==> config.mk <==
export PLATFORM = sky130hd
export DESIGN_NAME = mac_accumulator
export DESIGN_NICKNAME = d
export VERILOG_FILES = /design/src/rtl/mac_accumulator.sv
export SDC_FILE = /design/constraint.sdc
export NUM_CORES = 1
export LEC_CHECK = 0
export ABC_AREA = 1
export CAP_MARGIN = 20
export CORE_ASPECT_RATIO = 0.7
export CORE_MARGIN = 4
export CORE_UTILIZATION = 55
export DETAILED_ROUTE_END_ITERATION = 7
export PLACE_DENSITY_LB_ADDON = 0.3
export SYNTH_ARGS = -nofsm -noshare
export SYNTH_HDL_FRONTEND = slang
export SYNTH_SLANG_ARGS = --single-unit
==> constraint.sdc <==
create_clock -name clk -period 4.8 [get_ports clk]
set_input_delay 0.96 -clock clk [delete_from_list [all_inputs] [get_ports clk]]
set_output_delay 0.96 -clock clk [all_outputs]
set_load 0.02 [all_outputs]
==> src/rtl/mac_accumulator.sv <==
// Multiply-accumulate stage wrapped around an external 4x4 combinational multiplier.
// Optional build macro SATURATE_EN: clamp the accumulator at 2^ACC_W-1 instead of wrapping.
//
// state    | meaning
// ---------+------------------------------------------------
// ST_ACCUM | accepting operand pairs and summing products
// ST_DONE  | holding the finished sum for the downstream side
module mac_accumulator #(
    parameter int COUNT = 8,
    parameter int ACC_W = 12
) (
    input  logic             clk,
    input  logic             rst_n,
    input  logic             in_valid,
    output logic             in_ready,
    input  logic [3:0]       a,
    input  logic [3:0]       b,
    output logic [3:0]       mul_a,
    output logic [3:0]       mul_b,
    input  logic [7:0]       mul_prod,
    output logic             out_valid,
    input  logic             out_ready,
    output logic [ACC_W-1:0] acc_out,
    output logic             overflow
);

    localparam logic [0:0] ST_ACCUM = 1'b0;
    localparam logic [0:0] ST_DONE  = 1'b1;
    localparam logic [7:0] COUNT_C  = 8'(COUNT);

    logic [0:0]       state_q,    state_d;
    logic [7:0]       acc_cnt_q,  acc_cnt_d;
    logic [7:0]       add_cnt_q,  add_cnt_d;
    logic             s1_valid_q, s1_valid_d;
    logic [3:0]       mul_a_q,    mul_a_d;
    logic [3:0]       mul_b_q,    mul_b_d;
    logic [ACC_W-1:0] acc_q,      acc_d;
    logic             ovf_q,      ovf_d;

    logic             accept;
    logic             release_out;
    logic [ACC_W:0]   sum_w;
    logic             carry;
    logic [7:0]       add_cnt_inc;

    assign in_ready    = (state_q == ST_ACCUM) && (acc_cnt_q < COUNT_C);
    assign out_valid   = (state_q == ST_DONE);
    assign accept      = in_valid && in_ready;
    assign release_out = out_valid && out_ready;

    assign sum_w       = {1'b0, acc_q} + {{(ACC_W - 7){1'b0}}, mul_prod};
    assign carry       = sum_w[ACC_W];
    assign add_cnt_inc = add_cnt_q + 8'd1;

    always_comb begin
        state_d    = state_q;
        acc_cnt_d  = acc_cnt_q;
        add_cnt_d  = add_cnt_q;
        s1_valid_d = 1'b0;
        mul_a_d    = mul_a_q;
        mul_b_d    = mul_b_q;
        acc_d      = acc_q;
        ovf_d      = ovf_q;

        if (accept) begin
            mul_a_d    = a;
            mul_b_d    = b;
            s1_valid_d = 1'b1;
            acc_cnt_d  = acc_cnt_q + 8'd1;
        end

        if (s1_valid_q) begin
`ifdef SATURATE_EN
            acc_d = carry ? {ACC_W{1'b1}} : sum_w[ACC_W-1:0];
`else
            acc_d = sum_w[ACC_W-1:0];
`endif
            ovf_d     = ovf_q | carry;
            add_cnt_d = add_cnt_inc;
            if (add_cnt_inc == COUNT_C) begin
                state_d = ST_DONE;
            end
        end

        // The last product was added on the edge that entered DONE, so the
        // add path is idle here and clearing cannot race an in-flight sum.
        if (release_out) begin
            state_d   = ST_ACCUM;
            acc_d     = '0;
            acc_cnt_d = '0;
            add_cnt_d = '0;
            ovf_d     = 1'b0;
        end
    end

    always_ff @(posedge clk or negedge rst_n) begin
        if (!rst_n) begin
            state_q    <= ST_ACCUM;
            acc_cnt_q  <= '0;
            add_cnt_q  <= '0;
            s1_valid_q <= 1'b0;
            mul_a_q    <= '0;
            mul_b_q    <= '0;
            acc_q      <= '0;
            ovf_q      <= 1'b0;
        end else begin
            state_q    <= state_d;
            acc_cnt_q  <= acc_cnt_d;
            add_cnt_q  <= add_cnt_d;
            s1_valid_q <= s1_valid_d;
            mul_a_q    <= mul_a_d;
            mul_b_q    <= mul_b_d;
            acc_q      <= acc_d;
            ovf_q      <= ovf_d;
        end
    end

    assign mul_a    = mul_a_q;
    assign mul_b    = mul_b_q;
    assign acc_out  = acc_q;
    assign overflow = ovf_q;

endmodule

==> impl_metrics.yaml, run 1 <==
setup_path:
  ff2ff_setup_slack_ns: 2.93
  ff2ff_path_depth: 10
  critPathKind: "reg2out"
  r2r-end: "acc_out[8]$_DFFE_PN0P_"
  cpPeakStageDelay_ns: 0.64
  timing.rr.start: "acc_out[0]$_DFFE_PN0P_"
  crit_path_end: "in_ready"
  end_kind: "primary output"
  crit_start: "acc_cnt_q[7]$_DFFE_PN0P_"
  path_cells: "inv_1 -> nand4_1 -> nor3_2 -> clkdlybuf4s50_1"
  crit_arrival_ns: 1.67
  critPathLaunchType: "register"
  critical_path_required_ns: 3.84
  cp_max_fo: 2
  crit_slowest_cell: "clkdlybuf4s50_1"
layout:
  final_area_mm2: 0.00269
  drive_gt1_share_pct: 6.96
  multi_input_area_mm2: 0.00101
  syn2layout_area_growth_pct: 26.0
  antenna_cells: 0
  layout.cells.most_common: "nand2_1"
  fin_nets: 346
  fillers: 286
  seq_area_um2: 976
  final_cell_mix: "nand2_1 (92), clkdlybuf4s50_1 (41), dfrtp_1 (39)"
synth:
  synth_area_mm2: 0.00213
  ys_seq_elements: 39
  synth-seq-area-share_pct: 45.7
  synth_cell_types: 31
  synth_ff_type: "dfrtp_1"
  synthCells: 271
  syn_nets: 302
  synth-edff-count: 0
  post_synth.cell_area_avg_um2: 7.87
  async_flop_share_pct: 100
  yosys_warnings: 0
min_path:
  holdCritPathClass: "reg2reg"
timing:
  max_slew_margin_pct: 42.3
  hold_violations: 0
  fin_crit_sh_pct: 54.8
  rsz0062_at_grt: "false"
  max_freq_mhz: 380
  tns_ns: 0
  finClkSkew_ns: 0.00660
  timing.final.max_slew_violations: 0
  final-setup-viol-count: 0
  period_minus_slack_ns: 2.63
  tightestPinTransition_ns: 0.865
cts:
  cts-root-buf: "clkbuf_8"
  ctsHoldBuffers: 0
  cts_sinks: 39
  post_cts_buffers: 0
  cts_tree: "done"
  insertion_delay_ns: 0.30
  clockBufferDepth: 2
  htreeDepth: 2
  cts_resized: 0
  numCtsBuffers: 5
  clk_pin_slew_ns: 0.08
global_route:
  grt_max_degree: 40
  met3_usage_pct: 4.97
  gr-max-usage-layer: "met2"
  grt_pass1_wl_um: 8180
  grt_overflow: 0
  met2_usage_pct: 34.4
  grtUsageTotal_pct: 22.2
  antenna_found_initial: 0
  use_met1_pct: 30.4
  grt_pass1_vias: 1776
drt:
  dr_total_vias: 1928
  drc: 0
  via_per_inst: 5.27
  wl_per_cell_um: 13.4
  drt_wl_total_um: 4900
  first_iter_violations: 130
  ant_nets: 0
  firstDrtPassIters: 4
outcome:
  outcome: "finished, final reports clean"
placement:
  place_congestion: 0.823
  placed_area_mm2: 0.00258
  io_buffers: 42
  hpwl_um: 3540
floorplan:
  die_h_um: 60.1
  die_w_um: 82.4
  ios: 43
  dieArea_mm2: 0.00496
  start_util_pct: 58.8
  fp.coreArea_mm2: 0.00363
  rows: 18
power:
  ir_drop_mv: 0.388
  p_leak_nw: 1.34
  power_density_mw_per_mm2: 594
flow_run:
  cap_violations: 0
-- cells by family (layout without fill, tap and decap cells) --
logic type	count (synthesis)	in the layout	synth area share, %
and+or+nand+nor	156	156	31.4
DFF	39	39	45.7
buffers and inverters	33	78	6.69
AOI/OAI and AO/OA	30	30	8.56
adders and majority gates	11	11	6.80
xor gates and xnor gates	2	2	0.821
-- report_power, final --
| part | internal [mW] | leakage [nW] | switching (mW) | total (mW) |
|---|---|---|---|---|
| clock | 0.155 | 0.0581 | 0.124 | 0.279 |
| combinational | 0.324 | 0.780 | 0.433 | 0.757 |
| sequential | 0.447 | 0.503 | 0.113 | 0.560 |
| total | 0.926 | 1.34 | 0.670 | 1.60 |
-- registers in the layout, indices dropped and copies added, names as in the netlist --
register    flops
acc_cnt_q       8
s1_valid_q      1
mul_a           4
out_valid       1
acc_out        12
add_cnt_q       8
mul_b           4
overflow        1
-- critical path: cells and delay by family, from the launching register on --
kind / cells / cell delay (ns)
DFF: 1 / 0.38
and+or+nand+nor: 2 / 0.29
buffers and inverters: 2 / 0.71
-- layer usage --
layer | routed length [µm] | vias to the layer above
met5 | 0 | -
met4 | 59 | 0
met3 | 217 | 4
met2 | 2280 | 44
met1 | 2340 | 917
li1 | - | 963
-- final cells by class --
type	count	share of cell area, %
multi-input cells	199	37.7
flip-flops and latches	39	36.3
repair buffers	42	15.4
inverters	28	4.00
clock buffers	5	2.56
well taps	50	2.33
clock inverters	3	1.63
-- how the worst min path moves through the flow --
stage                                     to  cells after the start                startpoint  slack, ns
floorplan           acc_cnt_q[7]$_DFFE_PN0P_                      2  acc_cnt_q[7]$_DFFE_PN0P_       0.46
global placement        mul_a[1]$_DFFE_PN0P_                      2      mul_a[1]$_DFFE_PN0P_       0.46
detailed placement      mul_a[2]$_DFFE_PN0P_                      2      mul_a[2]$_DFFE_PN0P_       0.47
CTS                     mul_a[3]$_DFFE_PN0P_                      2      mul_a[3]$_DFFE_PN0P_       0.50
global route            mul_a[3]$_DFFE_PN0P_                      2      mul_a[3]$_DFFE_PN0P_       0.52
finish                  mul_a[3]$_DFFE_PN0P_                      2      mul_a[3]$_DFFE_PN0P_       0.49
-- synth_stat cells (2+ instances only) --
cell | instances | area, µm²
nand3_1 | 26 | 130
a21oi_2 | 2 | 17.5
a21boi_0 | 2 | 15.0
a22o_1 | 3 | 26.3
o21ai_1 | 7 | 35.0
o21ai_0 | 4 | 20.0
buf_4 | 2 | 15.0
a21oi_1 | 9 | 45.0
ha_1 | 10 | 125
inv_2 | 4 | 15.0
nand4_1 | 4 | 25.0
nor2_1 | 23 | 86.3
dfrtp_1 | 39 | 976
nand2_2 | 2 | 12.5
nand2_1 | 92 | 345
xor2_1 | 2 | 17.5
inv_1 | 23 | 86.3
nand3b_1 | 4 | 30.0
-- through the flow --
step	setup WS [ns]	hold slack, ns	total power [mW]	util [%]	std cells
CTS	2.18	0.498	1.60	74.2	366
finish	2.17	0.492	1.60	74.2	366
detailed placement	1.99	0.468	1.31	71.0	358
global route	2.12	0.517	1.71	74.2	366
floorplan	2.56	0.460	1.03	-	271
global placement	2.05	0.465	1.28	71.0	358
Note: power is estimated with default switching activity, not from simulation.
==> run 2, diff against run 1 <==
--- a/config.mk
+++ b/config.mk
@@ -9,7 +9,7 @@
 export CAP_MARGIN = 20
 export CORE_ASPECT_RATIO = 0.7
 export CORE_MARGIN = 4
-export CORE_UTILIZATION = 55
+export CORE_UTILIZATION = 46
 export DETAILED_ROUTE_END_ITERATION = 7
 export PLACE_DENSITY_LB_ADDON = 0.3
 export SYNTH_ARGS = -nofsm -noshare
==> constraint.sdc (replaced) <==
create_clock -name clk -period 2.41 [get_ports clk]
set_input_delay 0.482 -clock clk [delete_from_list [all_inputs] [get_ports clk]]
set_output_delay 0.482 -clock clk [all_outputs]
set_load 0.02 [all_outputs]
==> run 2 against run 1 <==
Sequential share of layout area about the same; combinational power increased by 97%; core utilization decreased by 13 points; via count decreased by 2.6%; sequential power increased by 98%; clock skew increased by 0.0012 ns; worst setup slack got worse by 1.9 ns; design area about the same; largest power group unchanged; global-route usage decreased by 4.8 points; clock-buffer cell count increased by 1; worst hold slack got worse by 0.21 ns; cell count increased by 2.2%.
==> impl_metrics.yaml, run 2 (same netlist as run 1, synthesis figures left out) <==
drt:
  first_iter_violations: 108
  drc: 0
  drt_wl_total_um: 4590
  ant_nets: 0
  routed-wl-met3_um: 176
  wl_met1_um: 2330
  wl_per_cell_um: 12.3
  dr_total_vias: 1878
  firstDrtPassIters: 4
  wl_met2_um: 2060
  via_per_inst: 5.02
  highest_layer: "met4"
setup_path:
  path_cells: "inv_1 -> nand4_1 -> nor3_2 -> clkdlybuf4s50_1"
  critPathLaunchType: "register"
  ff2ff_setup_slack_ns: 0.58
  end_kind: "primary output"
  critPathKind: "reg2out"
  cp_max_fo: 2
  crit_slowest_cell: "clkdlybuf4s50_1"
  critical_path_required_ns: 1.93
  cpPeakStageDelay_ns: 0.64
  r2r-end: "acc_out[8]$_DFFE_PN0P_"
  ff2ff_path_depth: 10
  crit_arrival_ns: 1.65
  timing.rr.start: "acc_out[0]$_DFFE_PN0P_"
timing:
  hold_ws_ns: 0.285
  tns_ns: 0
  fin_crit_sh_pct: 88.3
  max_freq_mhz: 470
  rsz0062_at_grt: "false"
  period_minus_slack_ns: 2.13
  tightestPinTransition_ns: 0.848
  finClkSkew_ns: 0.00777
  max_slew_margin_pct: 43.5
  final-setup-viol-count: 0
  timing.final.max_slew_violations: 0
  hold_violations: 0
floorplan:
  fp.coreArea_mm2: 0.00440
  die_h_um: 65.0
  ios: 43
  start_util_pct: 48.4
  die_w_um: 89.4
  dieArea_mm2: 0.00581
  rows: 20
power:
  power.total_mw: 3.04
  p_leak_nw: 1.34
  ir_drop_mv: 0.581
  power_density_mw_per_mm2: 1130
placement:
  placed_area_mm2: 0.00261
  hpwl_um: 3430
  place_congestion: 0.840
  io_buffers: 42
global_route:
  grt_pass1_wl_um: 8020
  grt_pass1_vias: 1801
  antenna_found_initial: 0
  grt_max_degree: 40
  grtUsageTotal_pct: 17.4
  grt_overflow: 0
cts:
  htreeDepth: 2
  insertion_delay_ns: 0.29
  clockBufferDepth: 2
  ctsHoldBuffers: 0
  cts_tree: "done"
  cts_resized: 0
  cts-root-buf: "clkbuf_8"
  post_cts_buffers: 0
  clk_pin_slew_ns: 0.08
  cts_sinks: 39
  numCtsBuffers: 5
flow_run:
  cap_violations: 0
min_path:
  holdCritPathClass: "in2async"
layout:
  drive_gt1_share_pct: 7.52
  syn2layout_area_growth_pct: 26.1
  antenna_cells: 0
  layout.cells.most_common: "nand2_1"
  largest_reg_flops: 12
  fin_nets: 349
  final_cell_mix: "nand2_1 (92), clkdlybuf4s50_1 (41), dfrtp_1 (39)"
  final_area_mm2: 0.00269
  fillers: 394
outcome:
  outcome: "finished, final reports clean"
## run 2: cell count changes in the layout (fill, tap and decap cells not counted)
cell,previous run,this run
clkinvlp_4,0,1
buf_4,0,3
clkbuf_1,0,1
bufinv_16,1,0
clkinv_4,1,0
## run 2: cell type report
class | count | area (µm²) | area share, %
repair buffers | 45 | 438 | 16.3
inverters | 28 | 108 | 4.00
multi-input cells | 199 | 1010 | 37.7
clock inverters | 2 | 12.5 | 0.465
flip-flops and latches | 39 | 976 | 36.3
clock buffers | 6 | 72.6 | 2.70
well taps | 55 | 68.8 | 2.56
## run 2: routing by layer
metal | GRT usage, % | vias up
met3 | 4.57 | 4
li1 | - | 965
met2 | 25.0 | 35
met4 | 3.35 | 0
met5 | 0 | -
met1 | 26.4 | 874
## run 2: per-stage QoR
step	cells	worst slack [ns]	utilization [%]
after global placement	366	0.131	59.1
after CTS	374	0.253	61.1
after floorplan	271	0.648	-
after detailed placement	366	0.0731	59.1
final	374	0.282	61.1
after global routing	374	0.153	61.1
## run 2: how the worst max path moves through the flow
stage | start | depth (start not counted) | slack (ns) | endpoint
after floorplan | mul_prod[0] | 10 | 0.65 | acc_out[8]$_DFFE_PN0P_
after global placement | mul_prod[0] | 11 | 0.13 | acc_out[8]$_DFFE_PN0P_
after detailed placement | mul_prod[0] | 11 | 0.07 | acc_out[8]$_DFFE_PN0P_
after CTS | acc_cnt_q[7]$_DFFE_PN0P_ | 4 | 0.25 | in_ready
after global routing | acc_cnt_q[5]$_DFFE_PN0P_ | 4 | 0.15 | in_ready
final | acc_cnt_q[7]$_DFFE_PN0P_ | 4 | 0.28 | in_ready
## run 2: power by group
part	internal [mW]	total [mW]	switching, mW	leakage, nW
clock	0.202	0.437	0.234	0.0412
sequential	0.891	1.11	0.222	0.503
combinational	0.656	1.49	0.831	0.794
## run 2: critical path, delay by kind of cell, from the launching register on
kind | cells | cell delay (ns)
flip-flops | 1 | 0.36
AND/OR/NAND/NOR | 2 | 0.29
buffers and inverters | 2 | 0.71
